### src/rtl/register_monitor.sv
// Hardware checker for an enabled register: predicts each output from the previous
// cycle's en/in/out, counts checks and mismatches, and keeps the first failure.
module register_monitor #(
  parameter int WIDTH     = 8,
  parameter int CNT_WIDTH = 16,
  parameter int ERR_LIMIT = 0
) (
  input  logic                 clk,
  input  logic                 rst,
  input  logic                 start,
  input  logic                 stop,
  input  logic                 mon_en,
  input  logic [WIDTH-1:0]     mon_in,
  input  logic [WIDTH-1:0]     mon_out,
  output logic                 active,
  output logic                 halted,
  output logic                 err,
  output logic [CNT_WIDTH-1:0] check_count,
  output logic [CNT_WIDTH-1:0] err_count,
  output logic                 first_err_valid,
  output logic [WIDTH-1:0]     first_err_expected,
  output logic [WIDTH-1:0]     first_err_actual
);

  typedef enum logic [1:0] {IDLE, CHECK, HALT} state_t;

  localparam logic [CNT_WIDTH-1:0] CNT_MAX  = '1;
  localparam logic [CNT_WIDTH-1:0] CNT_ONE  = CNT_WIDTH'(1);
  localparam logic [CNT_WIDTH-1:0] LIMIT    = CNT_WIDTH'(ERR_LIMIT);
  localparam bit                   LIMIT_EN = (ERR_LIMIT != 0);

  state_t               state, state_nxt;
  logic                 prev_en, prev_en_nxt;
  logic [WIDTH-1:0]     prev_in, prev_in_nxt;
  logic [WIDTH-1:0]     prev_out, prev_out_nxt;
  logic                 err_nxt;
  logic [CNT_WIDTH-1:0] check_count_nxt, err_count_nxt;
  logic                 first_err_valid_nxt;
  logic [WIDTH-1:0]     first_err_expected_nxt, first_err_actual_nxt;

  logic [WIDTH-1:0]     expected;
  logic [CNT_WIDTH-1:0] check_inc, err_inc;

  // Prediction from the previous cycle; counters saturate instead of wrapping.
  assign expected  = prev_en ? prev_in : prev_out;
  assign check_inc = (check_count == CNT_MAX) ? check_count : check_count + CNT_ONE;
  assign err_inc   = (err_count == CNT_MAX) ? err_count : err_count + CNT_ONE;

  assign active = (state == CHECK);
  assign halted = (state == HALT);

  always_ff @(posedge clk or negedge rst) begin
    if (!rst) begin
      state              <= IDLE;
      prev_en            <= 1'b0;
      prev_in            <= '0;
      prev_out           <= '0;
      err                <= 1'b0;
      check_count        <= '0;
      err_count          <= '0;
      first_err_valid    <= 1'b0;
      first_err_expected <= '0;
      first_err_actual   <= '0;
    end else begin
      state              <= state_nxt;
      prev_en            <= prev_en_nxt;
      prev_in            <= prev_in_nxt;
      prev_out           <= prev_out_nxt;
      err                <= err_nxt;
      check_count        <= check_count_nxt;
      err_count          <= err_count_nxt;
      first_err_valid    <= first_err_valid_nxt;
      first_err_expected <= first_err_expected_nxt;
      first_err_actual   <= first_err_actual_nxt;
    end
  end

  // start takes priority over stop in every state and always re-arms with fresh statistics.
  always_comb begin
    state_nxt              = state;
    prev_en_nxt            = prev_en;
    prev_in_nxt            = prev_in;
    prev_out_nxt           = prev_out;
    err_nxt                = 1'b0;
    check_count_nxt        = check_count;
    err_count_nxt          = err_count;
    first_err_valid_nxt    = first_err_valid;
    first_err_expected_nxt = first_err_expected;
    first_err_actual_nxt   = first_err_actual;

    if (start) begin
      state_nxt              = CHECK;
      prev_en_nxt            = mon_en;
      prev_in_nxt            = mon_in;
      prev_out_nxt           = mon_out;
      check_count_nxt        = '0;
      err_count_nxt          = '0;
      first_err_valid_nxt    = 1'b0;
      first_err_expected_nxt = '0;
      first_err_actual_nxt   = '0;
    end else begin
      case (state)
        CHECK: begin
          if (stop) begin
            state_nxt = IDLE;
          end else begin
            check_count_nxt = check_inc;
            prev_en_nxt     = mon_en;
            prev_in_nxt     = mon_in;
            prev_out_nxt    = mon_out;
            if (mon_out != expected) begin
              err_nxt       = 1'b1;
              err_count_nxt = err_inc;
              if (!first_err_valid) begin
                first_err_valid_nxt    = 1'b1;
                first_err_expected_nxt = expected;
                first_err_actual_nxt   = mon_out;
              end
              if (LIMIT_EN && (err_inc == LIMIT)) begin
                state_nxt = HALT;
              end
            end
          end
        end
        HALT: begin
          if (stop) begin
            state_nxt = IDLE;
          end
        end
        default: begin
          state_nxt = state;
        end
      endcase
    end
  end

endmodule
### config.mk
export PLATFORM = sky130hd
export DESIGN_NAME = register_monitor
export DESIGN_NICKNAME = d
export VERILOG_FILES = /design/src/rtl/register_monitor.sv
export SDC_FILE = /design/constraint.sdc
export NUM_CORES = 1
export LEC_CHECK = 0
export BUFFER_PORTS_ARGS = -buffer_cell sky130_fd_sc_hd__buf_4
export CAP_MARGIN = 20
export CORE_MARGIN = 2
export CORE_UTILIZATION = 35
export CTS_CLUSTER_DIAMETER = 200
export DETAILED_ROUTE_END_ITERATION = 10
export SKIP_LAST_GASP = 1
export SYNTH_ARGS = -nofsm -noshare
export SYNTH_HDL_FRONTEND = slang
export SYNTH_SLANG_ARGS = --single-unit
export TNS_END_PERCENT = 20
### constraint.sdc
create_clock -name clk -period 4.97 [get_ports clk]
set_input_delay 0.2485 -clock clk [delete_from_list [all_inputs] [get_ports clk]]
set_output_delay 0.2485 -clock clk [all_outputs]
set_load 0.1 [all_outputs]
==> results of run 1 <==
-- worst min-delay path by stage --
stage	from	to	slack (ps)
6_report	rst	first_err_actual[2]$_DFFE_PN0P_	10
5_1_grt	rst	first_err_actual[2]$_DFFE_PN0P_	100
4_1_cts	rst	first_err_actual[2]$_DFFE_PN0P_	60
3_5_place_dp	rst	first_err_actual[2]$_DFFE_PN0P_	430
3_3_place_gp	rst	first_err_actual[2]$_DFFE_PN0P_	420
2_1_floorplan	rst	check_count[0]$_DFFE_PN0P_	-50
-- layer usage --
metal | GRT usage | vias to the layer above | wire [um]
met5 | 0 | - | 0
met4 | 0.0509 | 0 | 112
met3 | 0.0345 | 8 | 356
met2 | 0.252 | 67 | 3650
met1 | 0.211 | 1271 | 3560
li1 | - | 1218 | -
-- report_power, final --
group          internal [mW]  total, mW  switching (mW)
combinational         0.0807      0.281           0.200
clock                  0.294      0.510           0.216
sequential             0.583      0.605          0.0228
-- flip-flops by register name (all words and copies together), names as in the netlist --
name / flops
check_count: 16
prev_out: 8
err_count: 16
prev_in: 8
prev_en: 1
state: 1
first_err_actual: 8
first_err_valid: 1
err: 1
first_err_expected: 8
-- cells in the mapped netlist, drive strengths merged, types with 4 or more instances --
cell type | count | area, um2
nand4 | 11 | 68.8
or4 | 6 | 45.0
buf | 10 | 86.3
dfrtp | 68 | 1700
nand3 | 11 | 55.1
mux2i | 18 | 184
a21oi | 10 | 50.1
xnor2 | 8 | 70.1
mux2 | 21 | 240
nor2 | 38 | 145
o31ai | 5 | 37.5
and4 | 5 | 43.8
o41ai | 4 | 35.0
nor2b | 7 | 43.8
clkbuf | 8 | 30.0
a211oi | 9 | 77.6
nand2 | 14 | 52.6
o21ai | 4 | 20.0
xor2 | 12 | 105
inv | 4 | 15.0
and3 | 5 | 31.3
-- layout by cell type, fill, tap and decap left out, types with 2 or more instances in the layout --
cell type	n
mux2i_1	17
ha_1	2
o31ai_1	5
a21oi_1	10
nand4_1	11
dfrtp_1	68
mux2_1	2
nand3_1	11
inv_1	4
or3_1	3
a211oi_1	7
nand2_1	14
buf_4	73
clkbuf_8	10
xor2_1	12
nor4_2	2
bufinv_16	2
or2_2	3
nor2b_1	7
o21ai_0	3
and4_1	5
or4_1	6
o311ai_0	3
and3_1	5
nor2_2	2
and2_1	3
xnor2_1	8
mux2_2	18
nor3_2	2
o41ai_1	4
nor2_1	36
-- cells by family after synthesis --
logic type / synth area share
adders and majority gates: 0.00748
buffers and inverters: 0.0392
DFF: 0.508
xor gates and xnor gates: 0.0523
AOI/OAI and AO/OA: 0.0834
other: 0.00112
muxes: 0.127
and+or+nand+nor: 0.181
-- per-stage QoR --
step | instances | setup WS, ps | hold WS, ps | cell area, um2 | power (mW)
2_1_floorplan | 304 | 2370 | -47.1 | 3350 | 0.828
3_3_place_gp | 487 | 2200 | 420 | 3940 | 0.896
3_5_place_dp | 487 | 2060 | 426 | 3940 | 0.900
4_1_cts | 502 | 2050 | 58.0 | 4160 | 1.40
5_1_grt | 503 | 1920 | 103 | 4170 | 1.45
6_report | 503 | 2150 | 11.6 | 4170 | 1.40
-- cell type report --
class / instances / area, um2
sequential: 68 / 1700
timing repair buffer: 73 / 548
multi-input combinational: 214 / 1520
clock inverter: 4 / 73.8
inverter: 4 / 15.0
clock buffer: 11 / 141
fill: 895 / 5070
tap: 129 / 161
-- worst reg2reg max path, delay by kind of cell, from the launching register on --
family | cells | cell delay [ps]
flops | 1 | 640
xor+xnor | 1 | 110
simple gates | 3 | 1280
mux | 2 | 660
==> results.md, run 1 <==
- Unrepaired setup endpoints after global routing: no
- Final hold vios: 0
- Clock Root Buffer: clkbuf_8
- DP HPWL: 5180 um
- Area growth, synth to finish: 24.4%
- CTS tree: built
- Worst hold-check path type: input port to async pin
- Worst-margin pin slew: between 900 and 1000 ps
- LEAKAGE: between 1.5 and 2 nW
- Worst-Skew Late Latency: around 340 ps
- Worst R2R End: err_count[5]$_DFFE_PN0P_
- I/O pin cnt: 73
- Post-CTS setup buffers: 0
- # port buffers: 71
- Drt drc: 0
- FP Rows: 35
- Cts-stage hold buffer count: 0
- H-tree levels: 3
- Sequential fraction of the synthesis area: 0.508
- Levels on crit path: 6
- CTS clk-pin slew, worst paths: approximately 80 ps
- Net count reported at finish: between 300 and 400
- Die area: roughly 0.010 mm2
- Register-to-Register Path Depth: 6
- CP peak stage delay: 640 ps
- Synth Warn #: 0
- Top FF cell, synth: dfrtp_1
- Setup_tns: 0 ps
- Max Clk Rate: ~360 MHz
- Number of antenna diodes: 0
- Worst clock skew: ~7 ps
- Crit Path Class: register to register
- Final WL: 7670 um
- Net count after synthesis: around 330
- Number of max-cap violations: 0
- Final setup viols: 0
- First-pass iteration count of the detailed router: 4
- # resized after CTS: 0
- FFs w/ async S/R, synth: 1.00
- Critical path required time: approximately 5200 ps
- Kind of start point of the critical path: register
- Worst EP arrival: 3040 ps
- Worst-path cell chain: mux2i_1 > xnor2_1 > nor4_2 > and2_1 > nor3b_1 > mux2_4
- Status: finished clean
- Worst setup startpoint: prev_en$_DFFE_PN0P_
- CORE AREA: 0.00924 mm2
- Initial core utilization: 0.362
- Mean Syn Cell Area: ~11 um2
- Die H: between 100 and 150 um
- GPL Wtd Cong: between 0.7 and 0.8
- CP bufs+invs: 0
- Crit end category: register
- Worst r2r src: prev_en$_DFFE_PN0P_
- Flops & latches, synth: between 60 and 70
- Global-route wire length before repair: between 10000 and 15000 um
- DR vias/cell: around 5
- GRT overflow: 0
- Mapped cell area: between 0.003 and 0.004 mm2
- Clock tree buffer depth: 2
- Crit path to: err_count[5]$_DFFE_PN0P_
- Slew Viols, Final: 0
- R2R Setup Slk: 2150 ps
- Post-route ant nets: 0
- Core Util, Final: 0.451
- First DRT Iteration DRCs: 109
- All-Layer GR Usage: 0.157
- PD cells: between 300 and 400 mW/mm2
- EDFF count, synth: 0
- Min cycle time layout: 2820 ps
- Vias in the first global route: approximately 2.5k
- Distinct cells, synth: 44
- Cells after Synth: approximately 300
- Slowest CP cell: dfrtp_1
- Layout cells sized above 1: 0.318
- CP max FO: 19
- Antenna violations before repair: 0
- Die W: ~100 um
- Num CTS Buffers: 9
- Avg WL per Cell: around 15 um
- Final Cycle Share: 0.566
- Critical path's top delay family: simple AND/OR/NAND/NOR gates
- Clock sinks: ~70
- Peak supply drop: about 0.12 mV
- Largest net degree at the start of global routing: 69
- Worst rel slew slack: 0.368
- Via count: ~2.6k
(Power assumes the default switching activity.)
==> run 2: changes to the inputs <==
--- a/config.mk
+++ b/config.mk
@@ -5,6 +5,7 @@
 export SDC_FILE = /design/constraint.sdc
 export NUM_CORES = 1
 export LEC_CHECK = 0
+export ABC_AREA = 1
 export BUFFER_PORTS_ARGS = -buffer_cell sky130_fd_sc_hd__buf_4
 export CAP_MARGIN = 20
 export CORE_MARGIN = 2
==> constraint.sdc (replaced) <==
create_clock -name clk -period 2.45 [get_ports clk]
set_input_delay 0.1225 -clock clk [delete_from_list [all_inputs] [get_ports clk]]
set_output_delay 0.1225 -clock clk [all_outputs]
set_load 0.1 [all_outputs]
==> results.md, run 2 <==
- Mapped cell area: 0.00412 mm2 (was 0.00335 mm2)
- FFs w/ async S/R, synth: 1.00 (unchanged)
- Critical path required time: 2670 ps (was 5200 ps)
- Via count: 3840 (was 2564)
- Min-Delay Endpoint: prev_in[2]$_DFFE_PN0P_
- # port buffers: 71 (unchanged)
- Crit Path Class: register to register (unchanged)
- Highest metal used: met4 (unchanged)
- PD cells: 636 mW/mm2 (was 335 mW/mm2)
- Top post-synthesis cells by area: dfrtp_1, nand2_1, nand4_1 (was dfrtp_1, mux2_2, mux2i_1)
- Final WL: 10700 um (was 7670 um)
- Worst r2r src: prev_en$_DFFE_PN0P_ (unchanged)
- Worst clock skew: 7.82 ps (was 7.15 ps)
- Layout Cells excl Fill: 765 (was 503)
- CORE AREA: 0.0115 mm2 (was 0.00924 mm2)
- Die area: 0.0127 mm2 (was 0.0104 mm2)
- H-tree levels: 3 (unchanged)
- Sequential fraction of the synthesis area: 0.413 (was 0.508)
- Drt drc: 0 (unchanged)
- Worst rel slew slack: 0.398 (was 0.368)
- Final Cycle Share: 0.835 (was 0.566)
- Num CTS Buffers: 9 (unchanged)
- Post-Place Cells: 740 (was 487)
- First DRT Iteration DRCs: 189 (was 109)
- DR vias/cell: 5.02 (was 5.10)
- Mux contribution to synthesized area: 0 (was 0.127)
- Top FF cell, synth: dfrtp_1 (unchanged)
- Worst R2R End: first_err_expected[6]$_DFFE_PN0P_ (was err_count[5]$_DFFE_PN0P_)
- Status: finished clean (unchanged)
- Setup_tns: 0 ps (unchanged)
- Number of max-cap violations: 0 (unchanged)
- First-pass iteration count of the detailed router: 6 (was 4)
- Antenna violations before repair: 0 (unchanged)
- Most common cell after layout, fill and taps aside: nand2_1 (was buf_4)
- Synth Area in Adders: 0.00607 (was 0.00748)
- Clock sinks: 68 (unchanged)
- GPL Wtd Cong: 0.861 (was 0.795)
- Flops & latches, synth: 68 (unchanged)
- DP Area: 0.00472 mm2 (was 0.00394 mm2)
- Initial core utilization: 0.360 (was 0.362)
- DP HPWL: 7360 um (was 5180 um)
- All-Layer GR Usage: 0.174 (was 0.157)
- Synth Warn #: 0 (unchanged)
- Main combinational cell family by area after synthesis: simple AND/OR/NAND/NOR gates (unchanged)
- CTS tree: built (unchanged)
- Hold Path Stages: 3
- Max Clk Rate: 489 MHz (was 355 MHz)
- Worst hold-check path type: input port to register (was input port to async pin)
- Peak supply drop: 0.289 mV (was 0.120 mV)
- Fin area: 0.00509 mm2 (was 0.00417 mm2)
- Mean Syn Cell Area: 7.57 um2 (was 11.0 um2)
- EDFF count, synth: 0 (unchanged)
- CTS clk-pin slew, worst paths: 60 ps (was 80 ps)
- Detail Route met3 WL: 592 um (was 356 um)
- Layout cells sized above 1: 0.243 (was 0.318)
- Avg WL per Cell: 14.0 um (was 15.3 um)
- Post-route ant nets: 0 (unchanged)
- Total power: 3.24 mW (was 1.40 mW)
- Xor and xnor area share after synthesis: 0.0170 (was 0.0523)
- Core Util, Final: 0.444 (was 0.451)
- GRT overflow: 0 (unchanged)
- Hold_sp: mon_in[2]
- Vias in the first global route: 3658 (was 2509)
- Clock tree buffer depth: 2 (unchanged)
- Unrepaired setup endpoints after global routing: no (unchanged)
- Top-area cell type share of the netlist area: 0.413 (was 0.508)
- Largest net degree at the start of global routing: 69 (unchanged)
- Min cycle time layout: 2050 ps (was 2820 ps)
- Final setup viols: 0 (unchanged)
- Final hold vios: 0 (unchanged)
- Global-route wire length before repair: 17900 um (was 12600 um)
- Post-CTS setup buffers: 0 (unchanged)
- Net count reported at finish: 640 (was 393)
- Synth Area in Simple Gates: 0.429 (was 0.181)
- Commonest cells after routing, fill and taps aside: nand2_1, buf_4, dfrtp_1 (was buf_4, dfrtp_1, nor2_1)
- Cells after Synth: 545 (was 304)
- Crit end category: register (unchanged)
- Number of antenna diodes: 0 (unchanged)
- LEAKAGE: 2.48 nW (was 1.88 nW)
- Register-to-Register Path Depth: 9 (was 6)
- Post-Route M1 WL: 4850 um (was 3560 um)
- Net count after synthesis: 568 (was 327)
- Post-synth top cells: nand2_1, dfrtp_1, nor2_1 (was dfrtp_1, nor2_1, mux2_2)
- Die W: 113 um (was 102 um)
- R2R Setup Slk: 400 ps (was 2150 ps)
- Top-count cell post-synth: nand2_1 (was dfrtp_1)
- Slew Viols, Final: 0 (unchanged)
- Kind of start point of the critical path: register (unchanged)
- Distinct cells, synth: 37 (was 44)
- Biggest regs: check_count: 16 flops, err_count: 16 flops (unchanged)
- Worst-margin pin slew: 903 ps (was 948 ps)
- I/O pin cnt: 73 (unchanged)
- Worst EP arrival: 2270 ps (was 3040 ps)
- Synth Area in Compound Gates: 0.0485 (was 0.0834)
- CP max FO: 22 (was 19)
- Area leader, netlist: dfrtp_1 (unchanged)
- Met2 WL post-DR: 5040 um (was 3650 um)
- Clock Root Buffer: clkbuf_16 (was clkbuf_8)
- Die H: 113 um (was 102 um)
- Area growth, synth to finish: 23.4% (was 24.4%)
- Worst-Skew Late Latency: 340 ps (about the same)
- FP Rows: 39 (was 35)
==> run 2: logic make-up after synthesis <==
logic type	count (synthesis)
AOI/OAI and AO/OA	37
adders and majority gates	2
xor gates and xnor gates	8
buffers and inverters	74
and+or+nand+nor	355
DFF	68
other	1
==> run 2: per-stage QoR <==
step | worst slack, ps | hold WS [ps]
after floorplan | 88.3 | -173
after CTS | 412 | 6.30
after global placement | 476 | 311
after detailed placement | 431 | 317
final | 404 | 6.66
after global routing | 107 | 34.1
==> run 2: area by class of cell <==
class                      count  area, um2
fill                        1136       6380
multi-input combinational    403       2070
sequential                    68       1700
timing repair buffer          87        676
clock buffer                   9        225
inverter                      48        188
tap                          143        179
clock inverter                 7       51.3
==> run 2: repair_timing <==
item / CTS / global route
hold endpoints to repair: 76 / 0
hold buffers: 9 / 0
gates resized for setup: 0 / 0
==> run 2: worst max path at each step <==
stage	from	end	cells after the start
CTS	prev_en$_DFFE_PN0P_	first_err_actual[7]$_DFFE_PN0P_	9
global placement	prev_en$_DFFE_PN0P_	first_err_expected[4]$_DFFE_PN0P_	9
floorplan	err_count[0]$_DFFE_PN0P_	err_count[11]$_DFFE_PN0P_	10
finish	prev_en$_DFFE_PN0P_	first_err_expected[6]$_DFFE_PN0P_	9
global route	prev_en$_DFFE_PN0P_	err_count[1]$_DFFE_PN0P_	9
detailed placement	prev_en$_DFFE_PN0P_	first_err_actual[7]$_DFFE_PN0P_	9
==> run 2: power by group <==
part | total, mW | internal (mW) | leakage [nW] | switching, mW
registers | 1.26 | 1.19 | 0.898 | 0.0639
logic | 0.752 | 0.178 | 1.45 | 0.574
clock network | 1.23 | 0.690 | 0.132 | 0.539
total | 3.24 | 2.06 | 2.48 | 1.18
==> run 2: critical path, stage by stage (launching register included) <==
cell and delay (ps):
dfrtp_1 590, nand2_1 180, nand2_1 100, nand2_1 50, nand2_1 70, nand2_2 80, nor2_1 140, nand3_2 410
nand4_1 230, nand2_1 80
==> run 2: layer usage <==
| metal | up-vias | GRT usage |
|---|---|---|
| li1 | 1928 | - |
| met1 | 1791 | 0.233 |
| met2 | 102 | 0.275 |
| met3 | 19 | 0.0367 |
| met4 | 0 | 0.0715 |
| met5 | - | 0 |
==> run 3: changes to the inputs <==
--- a/config.mk
+++ b/config.mk
@@ -5,7 +5,7 @@
 export SDC_FILE = /design/constraint.sdc
 export NUM_CORES = 1
 export LEC_CHECK = 0
-export ABC_AREA = 1
+export ABC_AREA = 0
 export BUFFER_PORTS_ARGS = -buffer_cell sky130_fd_sc_hd__buf_4
 export CAP_MARGIN = 20
 export CORE_MARGIN = 2
==> constraint.sdc (replaced) <==
create_clock -name clk -period 1.9 [get_ports clk]
set_input_delay 0.095 -clock clk [delete_from_list [all_inputs] [get_ports clk]]
set_output_delay 0.095 -clock clk [all_outputs]
set_load 0.1 [all_outputs]
==> results.md, run 3 (synthesized netlist as in run 1, its figures left out) <==
- Violated checks: setup timing
- Status: finished, violations left (was finished clean)
- GRT overflow: 0 (unchanged)
- Commonest cells after routing, fill and taps aside: buf_4, dfrtp_1, nor2_1 (was nand2_1, buf_4, dfrtp_1)
- Register-to-Register Path Depth: 8 (was 9)
- Worst r2r src: prev_en$_DFFE_PN0P_ (unchanged)
- Avg WL per Cell: 15.5 um (was 14.0 um)
- Post-route ant nets: 0 (unchanged)
- Critical path's top delay family: simple AND/OR/NAND/NOR gates (unchanged)
- Slew Viols, Final: 0 (unchanged)
- PD cells: 736 mW/mm2 (was 636 mW/mm2)
- First DRT Iteration DRCs: 69 (was 189)
- Die area: 0.0104 mm2 (was 0.0127 mm2)
- Worst clock skew: 15.0 ps (was 7.82 ps)
- Crit end category: register (unchanged)
- Max Clk Rate: 462 MHz (was 489 MHz)
- Critical path required time: 2170 ps (was 2670 ps)
- Min-Delay Endpoint: prev_out[5]$_DFFE_PN0P_ (was prev_in[2]$_DFFE_PN0P_)
- CP peak stage delay: 480 ps (was 590 ps)
- Layout Cells excl Fill: 568 (was 765)
- Fillers: 779 (was 1136)
- All-Layer GR Usage: 0.173 (was 0.174)
- Slowest CP cell: or4_4 (was dfrtp_1)
- DR vias/cell: 4.99 (was 5.02)
- First-pass iteration count of the detailed router: 6 (unchanged)
- Antenna violations before repair: 0 (unchanged)
- DP HPWL: 5850 um (was 7360 um)
- Number of antenna diodes: 0 (unchanged)
- Hold Slack: 23.4 ps (was 6.66 ps)
- Die W: 102 um (was 113 um)
- Clock tree buffer depth: 2 (unchanged)
- Clock sinks: 68 (unchanged)
- CP max FO: 7 (was 22)
- FP Rows: 35 (was 39)
- Drt drc: 0 (unchanged)
- Clock Root Buffer: clkbuf_8 (was clkbuf_16)
- CORE AREA: 0.00924 mm2 (was 0.0115 mm2)
- Net count reported at finish: 457 (was 640)
- Worst-Skew Late Latency: 350 ps (was 340 ps)
- Unrepaired setup endpoints after global routing: yes (was no)
- Worst hold-check path type: input port to register (unchanged)
- R2R Setup Slk: -260 ps (was 400 ps)
- Vias in the first global route: 2731 (was 3658)
- Worst R2R End: err_count[15]$_DFFE_PN0P_ (was first_err_expected[6]$_DFFE_PN0P_)
- Largest net degree at the start of global routing: 45 (was 69)
- CTS clk-pin slew, worst paths: 90 ps (was 60 ps)
- GPL Wtd Cong: 0.782 (was 0.861)
- Die H: 102 um (was 113 um)
- CTS tree: built (unchanged)
- Setup_tns: -6230 ps (was 0 ps)
- Core Util, Final: 0.567 (was 0.444)
- Final worst slack: -264 ps (was 404 ps)
- Min cycle time layout: 2160 ps (was 2050 ps)
- Kind of start point of the critical path: register (unchanged)
- Biggest regs: check_count: 16 flops, err_count: 16 flops (unchanged)
- CP bufs+invs: 2 (was 0)
- Final hold vios: 0 (unchanged)
- Area growth, synth to finish: 56.5% (was 23.4%)
- Crit Path Class: register to register (unchanged)
- Final Cycle Share: 1.14 (was 0.835)
- Worst EP arrival: 2430 ps (was 2270 ps)
- Worst setup startpoint: prev_en$_DFFE_PN0P_ (unchanged)
- Number of max-cap violations: 0 (unchanged)
- Worst-path cell chain: buf_8 > mux2i_4 > xnor2_2 > nor4_2 > buf_4 > a21o_4 > or4_4 > a21oi_2 (was nand2_1 > nand2_1 > nand2_1 > nand2_1 > nand2_2 > nor2_1 > nand3_2 > nand4_1 > nand2_1)
- # port buffers: 71 (unchanged)
- Num CTS Buffers: 9 (unchanged)
- Via count: 2835 (was 3840)
- Post-Place Cells: 530 (was 740)
- Layout cells sized above 1: 0.567 (was 0.243)
- Final setup viols: 32 (was 0)
- H-tree levels: 3 (unchanged)
- LEAKAGE: 2.21 nW (was 2.48 nW)
- Initial core utilization: 0.362 (was 0.360)
- Peak supply drop: 0.443 mV (was 0.289 mV)
- Total power: 3.85 mW (was 3.24 mW)
- Hold Path Stages: 2 (was 3)
- Hold_sp: mon_out[5] (was mon_in[2])
- Final WL: 8820 um (was 10700 um)
- I/O pin cnt: 73 (unchanged)
- Most common cell after layout, fill and taps aside: buf_4 (was nand2_1)
- Global-route wire length before repair: 13900 um (was 17900 um)
[run 3: area by class of cell]
type	count	area, um2	area share
multi-input cells	214	1910	0.364
flip-flops and latches	68	1780	0.339
repair buffers	137	1170	0.224
well taps	129	161	0.0308
clock buffers	9	124	0.0236
clock inverters	7	80.1	0.0153
inverters	4	15.0	0.00287
[run 3: report_power, final]
| group | internal, mW | switching (mW) | total, mW |
|---|---|---|---|
| combinational | 0.388 | 0.605 | 0.992 |
| clock | 0.625 | 0.631 | 1.26 |
| sequential | 1.53 | 0.0747 | 1.61 |
| total | 2.54 | 1.31 | 3.85 |
[run 3: metal layers]
layer  global-route usage  share of wire  wire, um
met1                0.242           0.46      4070
met3               0.0414          0.030       268
met4               0.0374         0.0048        42
met2                0.274           0.50      4430
met5                    0              0         0
[run 3: worst max-delay path by stage]
stage | end | slack (ps) | cells past startpoint
2_1_floorplan | err_count[15]$_DFFE_PN0P_ | -340 | 7
3_3_place_gp | err_count[15]$_DFFE_PN0P_ | -210 | 8
6_report | err_count[15]$_DFFE_PN0P_ | -260 | 8
3_5_place_dp | err_count[9]$_DFFE_PN0P_ | -300 | 8
5_1_grt | err_count[15]$_DFFE_PN0P_ | -340 | 8
4_1_cts | err_count[9]$_DFFE_PN0P_ | -260 | 8
[run 3: worst reg2reg max path, cell delays in order (launching register included)]
cell,delay [ps]
dfrtp_1,400
buf_8,180
mux2i_4,280
xnor2_2,150
nor4_2,60
buf_4,150
a21o_4,240
or4_4,480
a21oi_2,160
[run 3: timing repair]
| action | 4_1_cts | 5_1_grt |
|---|---|---|
| pin swaps | 23 | 10 |
| gates resized for setup | 31 | 20 |
| hold endpoints to repair | 35 | 0 |
| hold buffers | 12 | 0 |
| endpoints found under the setup margin | 33 | 35 |
| gates cloned | 1 | 1 |
| setup buffers | 5 | 3 |
[run 3: through the flow]
stage / instance area (um2) / setup slack [ps]
2_1_floorplan: 3530 / -335
3_3_place_gp: 4490 / -208
3_5_place_dp: 4490 / -301
4_1_cts: 5050 / -264
5_1_grt: 5240 / -336
6_report: 5240 / -264
